## src/rtl/johnson_seq_ctrl.sv

```systemverilog
// Round-counting sequencer around an N-bit Johnson counter with hold, abort and phase decode.
// Build macro JOHNSON_SELFCORRECT_EN adds illegal-Q recovery with an err strobe.
module johnson_seq_ctrl #(
  parameter int N  = 4,
  parameter int RW = 8
) (
  input  logic           clk,
  input  logic           reset,
  input  logic           start,
  input  logic           stop,
  input  logic           hold,
  input  logic [RW-1:0]  rounds,
  output logic [N-1:0]   Q,
  output logic [2*N-1:0] phase,
  output logic [1:0]     state,
  output logic           busy,
  output logic [RW-1:0]  round_cnt,
  output logic           done,
  output logic           aborted,
  output logic           err
);

`ifdef JOHNSON_SELFCORRECT_EN
  localparam bit self_correct_en = 1'b1;
`else
  localparam bit self_correct_en = 1'b0;
`endif

  typedef enum logic [1:0] {
    ST_IDLE  = 2'd0,
    ST_RUN   = 2'd1,
    ST_PAUSE = 2'd2,
    ST_DONE  = 2'd3
  } state_e;

  localparam logic [N-1:0] LastState = {{(N-1){1'b0}}, 1'b1};

  state_e        state_q;
  logic [N-1:0]  q_q;
  logic [RW-1:0] cnt_q;
  logic [RW-1:0] rounds_q;
  logic          arm_q;
  logic          done_q;
  logic          aborted_q;
  logic          err_q;

  logic [N-1:0]  q_d;
  logic [RW-1:0] cnt_d;
  logic [N-1:0]  walk;
  logic          illegal_d;
  int            edges;

  function automatic logic [N-1:0] johnson_step(input logic [N-1:0] v);
    return {~v[0], v[N-1:1]};
  endfunction

  assign q_d   = johnson_step(q_q);
  assign cnt_d = cnt_q + RW'(1);

  // Walk the legal sequence from 0 and flag the position that matches Q.
  always_comb begin
    // NOTE: every output of a combinational block gets a default first, so no path leaves it unassigned and no latch is inferred.
    walk  = '0;
    phase = '0;
    for (int k = 0; k < 2*N; k++) begin
      // NOTE: blocking assignments here, because walk must update within this pass of the loop.
      phase[k] = (q_q == walk);
      walk     = johnson_step(walk);
    end
  end

  // A legal Johnson word has at most one boundary between its run of ones and its run of zeros.
  always_comb begin
    edges = 0;
    for (int i = 0; i < N-1; i++) begin
      if (q_q[i] != q_q[i+1]) edges++;
    end
    illegal_d = (edges > 1);
  end

  always_ff @(posedge clk) begin
    // NOTE: sequential state uses non-blocking assignments so every register samples pre-edge values.
    if (reset) begin
      state_q   <= ST_IDLE;
      q_q       <= '0;
      cnt_q     <= '0;
      rounds_q  <= '0;
      arm_q     <= 1'b0;
      done_q    <= 1'b0;
      aborted_q <= 1'b0;
      err_q     <= 1'b0;
    end else begin
      done_q    <= 1'b0;
      aborted_q <= 1'b0;
      err_q     <= 1'b0;
      if (self_correct_en && illegal_d) begin
        q_q   <= '0;
        err_q <= 1'b1;
      end else begin
        unique case (state_q)
          ST_IDLE: begin
            if (start && !stop) begin
              state_q  <= ST_RUN;
              rounds_q <= rounds;
              cnt_q    <= '0;
              q_q      <= '0;
              arm_q    <= 1'b1;
            end
          end
          ST_RUN: begin
            if (stop) begin
              state_q   <= ST_IDLE;
              q_q       <= '0;
              cnt_q     <= '0;
              aborted_q <= 1'b1;
            end else if (hold) begin
              state_q <= ST_PAUSE;
            end else if (arm_q) begin
              arm_q <= 1'b0;
            end else begin
              q_q <= q_d;
              if (q_q == LastState) begin
                cnt_q <= cnt_d;
                if (rounds_q != '0 && cnt_d == rounds_q) begin
                  state_q <= ST_DONE;
                  done_q  <= 1'b1;
                end
              end
            end
          end
          ST_PAUSE: begin
            if (stop) begin
              state_q   <= ST_IDLE;
              q_q       <= '0;
              cnt_q     <= '0;
              aborted_q <= 1'b1;
            end else if (!hold) begin
              state_q <= ST_RUN;
            end
          end
          ST_DONE: begin
            state_q <= ST_IDLE;
          end
        endcase
      end
    end
  end

  assign Q         = q_q;
  assign state     = state_q;
  assign busy      = (state_q == ST_RUN) || (state_q == ST_PAUSE);
  assign round_cnt = cnt_q;
  assign done      = done_q;
  assign aborted   = aborted_q;
  assign err       = err_q;

endmodule

```

## config.mk

```make
export PLATFORM = sky130hd
export DESIGN_NAME = johnson_seq_ctrl
export DESIGN_NICKNAME = d
export VERILOG_FILES = /design/src/rtl/johnson_seq_ctrl.sv
export SDC_FILE = /design/constraint.sdc
export NUM_CORES = 1
export LEC_CHECK = 0
export CORE_MARGIN = 4
export CORE_UTILIZATION = 43
export DETAILED_ROUTE_END_ITERATION = 8
export PLACE_DENSITY = 0.8
export RECOVER_POWER = 100
export SYNTH_ARGS = -nofsm -noshare
export SYNTH_HDL_FRONTEND = slang
export SYNTH_SLANG_ARGS = --single-unit
```

## constraint.sdc

```tcl
create_clock -name clk -period 2.2 [get_ports clk]
set_clock_uncertainty 0.1 [all_clocks]
set_input_delay 0.44 -clock clk [delete_from_list [all_inputs] [get_ports clk]]
set_output_delay 0.44 -clock clk [all_outputs]
set_load 0.02 [all_outputs]
```

==> flow_summary.toml, run 1 <==
[synth]
async_reset_ff_frac = 0
yosysMostFrequentCell = "dfxtp_1"
yosysSeqAreaShare = 0.336
ys_seq_elements = 25
yosys.area.top_type = "dfxtp_1"
netlist_area_um2 = 1490
ys_top_cells_by_count = "dfxtp_1, a21oi_1, nor2_1, nand2_1"
netlist_top_cells_area = "dfxtp_1, a21oi_1, mux2i_1, nor2_1, ha_1"
synth_ff_type = "dfxtp_1"
avgSynthCellArea_um2 = 8.17
yosysWarnings = 0
synthesis.instances = 182
syn-num-nets = 200
synth_edf_count = 0
synth_cell_types = 41
yosysTopAreaCellShare = 0.336

[cells_and_area]
final_cells = 279
area_growth_pct = 38.4
final_util = 0.617
register_area_um2 = 512
multiInputGateArea_um2 = 938
n_antenna_cell = 0
drive_above_1_share = 0.176
num-fill-cells = 299
final_nets = 252

[run_status]
violations = "negative setup slack"
status = "finished with violations"

[clocking]
htreeDepth = 1
tritoncts = "yes"
cts.sinks = 25
clk_pin_slew_ps = 150
clockBufferDepth = 2
clkLatencyLatePin_ps = 340
root_buffer = "clkbuf_4"
postCtsHoldBufs = 0
cts_buffers = 3

[routing]
first_pass_iters = 4
ant_nets = 0
vias_per_cell = 5.29
vias = 1476
drc = 0
avgRoutedWirePerCell_um = 13.9
drtIter0Drc = 85
drt_wl_total_mm = 3.89

[global_route]
gr-total-overflow = 0
grt_pass1_wl_mm = 6.64
antenna_found_initial = 0
grtUsageTotal = 0.190
grt_pass1_vias = 1471
grt_max_degree = 21

[timing]
hold_slack_ps = 436
relSlewSlack = 0.478
worstMarginPinSlew_ps = 783
finalSetupViolCount = 1
fin_crit_sh = 1.01
min_period_ps = 2220
drv_slew = 0
fmax_mhz = 451
hold_viol = 0
rsz0062_at_grt = "true"
postLayoutSetupSlackWorst_ps = -16.5

[critical_path]
crit_arrival_ps = 2370
start_kind = "flip-flop"
rr_worst_depth = 5
worst_setup_path_end_kind = "flip-flop"
critPathRequiredTime_ps = 2360
crit_fanout = 3
crit_type = "reg -> reg"

[floorplan]
dieArea_um2 = 4460
start_util = 0.446
die_w_um = 66.8
die_h_um = 66.8
num_io_pins = 39
num_rows = 21
core_um2 = 3340

[power_and_ir_drop]
p_leak_nw = 0.901
power.density_nw_per_um2 = 471
peakVddDrop_v = 0.000372
total_power_uw = 970

[flow_run]
drv_cap = 0

[hold_path]
hp-class = "reg -> reg"
hold_path_depth = 2

[place]
portBuffers = 37
dp_cells = 275
globalplace.congestion = 0.831
dp_hpwl_mm = 2.91
pre_cts_ws_ps = -107
final cells by class:
class / instances / share of cell area
clock buffers: 3 / 0.0109
clock inverters: 1 / 0.00304
inverters: 6 / 0.0109
multi-input cells: 141 / 0.456
flip-flops and latches: 25 / 0.248
well taps: 46 / 0.0279
repair buffers: 57 / 0.243
metrics by stage:
stage / instance area (um^2) / TNS [ps]
after CTS: 2060 / -3.14
after detailed placement: 2040 / -181
final: 2060 / -16.5
after floorplan: 1500 / 0
after global routing: 2060 / -443
after global placement: 2040 / -68.1
path summary, 6_finish.rpt:
kind,start,to,slack (ps)
setup / recovery,Q[2]$_SDFFE_PP0P_,state[1]$_SDFFE_PP0P_,-20
hold / removal,round_cnt[7]$_SDFFE_PP0P_,round_cnt[7]$_SDFFE_PP0P_,440
setup reg to reg,Q[2]$_SDFFE_PP0P_,state[1]$_SDFFE_PP0P_,-20
hold reg to reg,round_cnt[7]$_SDFFE_PP0P_,round_cnt[7]$_SDFFE_PP0P_,440
routing by layer:
layer | track usage | routed length, um
met5 | 0 | 0
met3 | 0.0438 | 200
met4 | 0.0508 | 31
met2 | 0.328 | 1890
met1 | 0.233 | 1760
layout by cell type (no fill, tap or decap), drive strengths merged, types with 2 or more instances in the layout:
cell type / count
nor4: 4
nor2: 17
dlygate4sd2: 7
and2: 3
nor3: 4
nand2: 13
or2: 2
mux2i: 9
buf: 20
or3: 6
o22ai: 2
ha: 5
nor3b: 2
o21a: 3
clkdlybuf4s50: 13
xor2: 6
o21ai: 9
o2111ai: 2
nand3: 7
a211oi: 2
nand2b: 4
a21oi: 21
xnor2: 5
dfxtp: 25
clkbuf: 5
dlygate4sd3: 15
inv: 7
nand4: 2
timing repair:
item	4_1_cts	5_1_grt
gates resized for setup	12	3
buffers inserted	0	0
endpoints found under the setup margin	11	11
pin swaps	1	1
cloned	0	0
power by group:
group	leakage [nW]	total [mW]	switching, mW	internal [mW]
Clock	0.0183	0.224	0.153	0.0711
Sequential	0.206	0.488	0.0193	0.469
Combinational	0.677	0.258	0.141	0.117
flip-flops by register name, indices dropped and copies added (netlist names):
| name | flops |
|---|---|
| Q | 4 |
| aborted | 1 |
| arm_q | 1 |
| done | 1 |
| round_cnt | 8 |
| rounds_q | 8 |
| state | 2 |
cells by family (layout without fill, tap and decap cells):
| group | after synthesis | in the layout | synth area share |
|---|---|---|---|
| flip-flops | 25 | 25 | 0.336 |
| adder cells (fa/ha/maj) | 5 | 5 | 0.0421 |
| AO/OA/AOI/OAI | 43 | 43 | 0.190 |
| multiplexers | 9 | 9 | 0.0606 |
| other | 1 | 1 | 0.00252 |
| AND/OR/NAND/NOR | 72 | 72 | 0.261 |
| buffers and inverters | 16 | 67 | 0.0429 |
| XOR/XNOR | 11 | 11 | 0.0648 |
worst max-delay path: stages, from the launching register on:
cell       delay, ps
dfxtp_4          370
or4b_4           540
or4_4            440
a2111oi_4        210
o2111ai_2        230
a311oi_2         270
Power figures use the tool's default switching activity.
==> inputs of run 2 (changes only) <==
--- a/config.mk
+++ b/config.mk
@@ -6,9 +6,10 @@
 export NUM_CORES = 1
 export LEC_CHECK = 0
 export CORE_MARGIN = 4
-export CORE_UTILIZATION = 43
+export CORE_UTILIZATION = 56
 export DETAILED_ROUTE_END_ITERATION = 8
-export PLACE_DENSITY = 0.8
+export DONT_BUFFER_PORTS = 1
+export PLACE_DENSITY = 0.79
 export RECOVER_POWER = 100
 export SYNTH_ARGS = -nofsm -noshare
 export SYNTH_HDL_FRONTEND = slang
==> run 2 against run 1 <==
  * The flow now finishes without violations
  * Worst hold slack got worse by 380 ps
  * Final cell count down 19%
  * Clock power down 5%
  * Critical path depth is the same
  * Count of clock-buffer cells in the layout rose by 1
  * Global-route usage is 2.6 points higher
  * Worst setup slack gained 21 ps
  * Non-clock buffer count down 36
  * Power fell by 7.8%
  * Register-to-register slack improved by 20 ps
  * Critical path type unchanged
  * Largest power group unchanged
==> flow_summary.toml, run 2 (synthesized netlist as in run 1, its figures left out) <==
[floorplan]
core_um2 = 2500
num_rows = 18
dieArea_um2 = 3550
start_util = 0.595
die_w_um = 59.5
die_h_um = 59.5
num_io_pins = 39

[routing]
drc = 0
vias = 1399
avgRoutedWirePerCell_um = 16.5
ant_nets = 0
drtIter0Drc = 77
drt_wl_total_mm = 3.75
first_pass_iters = 4
vias_per_cell = 6.16

[cells_and_area]
final_util = 0.659
n_antenna_cell = 0
final_nets = 216
final_cells = 227
layout_common_cells = "a21oi_1, dfxtp_1, nor2_1"
drive_above_1_share = 0.147
fin_area_um2 = 1650
final_common_cell = "a21oi_1"
area_growth_pct = 10.7

[critical_path]
start_kind = "flip-flop"
rrSetupSlack_ps = 5
crit_arrival_ps = 2340
r2r-start = "Q[2]$_SDFFE_PP0P_"
rr_worst_depth = 5
crit_fanout = 3
rr_endpoint = "state[1]$_SDFFE_PP0P_"
critPathRequiredTime_ps = 2350
worst_setup_path_end_kind = "flip-flop"
crit_type = "reg -> reg"

[clocking]
post_cts_buffers = 0
cts.sinks = 25
clockBufferDepth = 2
htreeDepth = 1
root_buffer = "clkbuf_4"
cts_buffers = 3
tritoncts = "yes"
clk_pin_slew_ps = 140
clkLatencyLatePin_ps = 320

[place]
dp_hpwl_mm = 2.84
placed_cell_area_um2 = 1650
globalplace.congestion = 0.867
portBuffers = 0
dp_cells = 223
pre_cts_ws_ps = 21.7

[timing]
rsz0062_at_grt = "true"
postLayoutSetupSlackWorst_ps = 4.73
min_period_ps = 2200
finalSetupViolCount = 0
worstMarginPinSlew_ps = 766
fin_crit_sh = 0.998
relSlewSlack = 0.489
fmax_mhz = 456
hold_viol = 0
drv_slew = 0

[run_status]
status = "finished, final reports clean"

[global_route]
grt_pass1_vias = 1426
grtUsageTotal = 0.215
grt_max_degree = 26
antenna_found_initial = 0
grt_pass1_wl_mm = 5.99
gr-total-overflow = 0

[flow_run]
drv_cap = 0

[hold_path]
hold_path_depth = 1
hp-class = "in -> reg"
hold_path_end = "Q[0]$_SDFFE_PP0P_"
min-delay-start = "reset"

[power_and_ir_drop]
p_leak_nw = 0.646
power.density_nw_per_um2 = 543
total_power_uw = 894
peakVddDrop_v = 0.000417
## run 2: cell count changes in the layout (fill, tap and decap cells not counted), sizes merged
cell and delta:
clkbuf +11, inv -1, clkdlybuf4s50 -13, buf -11
dlygate4sd2 -7, dlygate4sd3 -15
## run 2: timing repair
| action | CTS | global route |
|---|---|---|
| hold buffers | 0 | 0 |
| pin swaps | 1 | 0 |
| gates resized for setup | 0 | 6 |
| setup endpoints to repair | 1 | 8 |
## run 2: layout make-up
class	instances	area, um^2
Multi-Input combinational cell	141	935
Fill cell	229	853
Sequential cell	25	513
Timing Repair Buffer	21	113
Tap cell	30	37.5
Clock buffer	4	26.3
Inverter	6	22.5
## run 2: metrics by stage
| step | hold WS [ps] | TNS [ps] |
|---|---|---|
| finish | 56.0 | 0 |
| global route | 44.6 | -380 |
| CTS | 51.4 | -1.15 |
| detailed placement | 406 | 0 |
| global placement | 403 | 0 |
| floorplan | 401 | 0 |
## run 2: where the power goes
| part | total [mW] | internal (mW) | switching, mW |
|---|---|---|---|
| logic | 0.192 | 0.0726 | 0.119 |
| registers | 0.489 | 0.469 | 0.0208 |
| clock network | 0.213 | 0.0710 | 0.142 |
| total | 0.894 | 0.612 | 0.282 |
## run 2: worst max-delay path, cell delays in order, from the launching register on
cell and delay, ps:
dfxtp_4 370, or4b_4 530, or4_4 440, a2111oi_4 210, o2111ai_2 210, a311oi_2 270
## run 2: layer usage
metal | global-route usage | share of wire
met5 | 0 | 0
met4 | 0.0380 | 0.011
met3 | 0.0545 | 0.056
met2 | 0.396 | 0.52
met1 | 0.252 | 0.41
## run 2: worst max path at each step
stage / from / endpoint / cells after the start
floorplan: Q[2]$_SDFFE_PP0P_ / state[1]$_SDFFE_PP0P_ / 5
global placement: Q[2]$_SDFFE_PP0P_ / state[1]$_SDFFE_PP0P_ / 5
detailed placement: Q[2]$_SDFFE_PP0P_ / state[1]$_SDFFE_PP0P_ / 5
CTS: Q[2]$_SDFFE_PP0P_ / state[1]$_SDFFE_PP0P_ / 5
global route: Q[2]$_SDFFE_PP0P_ / state[1]$_SDFFE_PP0P_ / 5
finish: Q[2]$_SDFFE_PP0P_ / state[1]$_SDFFE_PP0P_ / 5
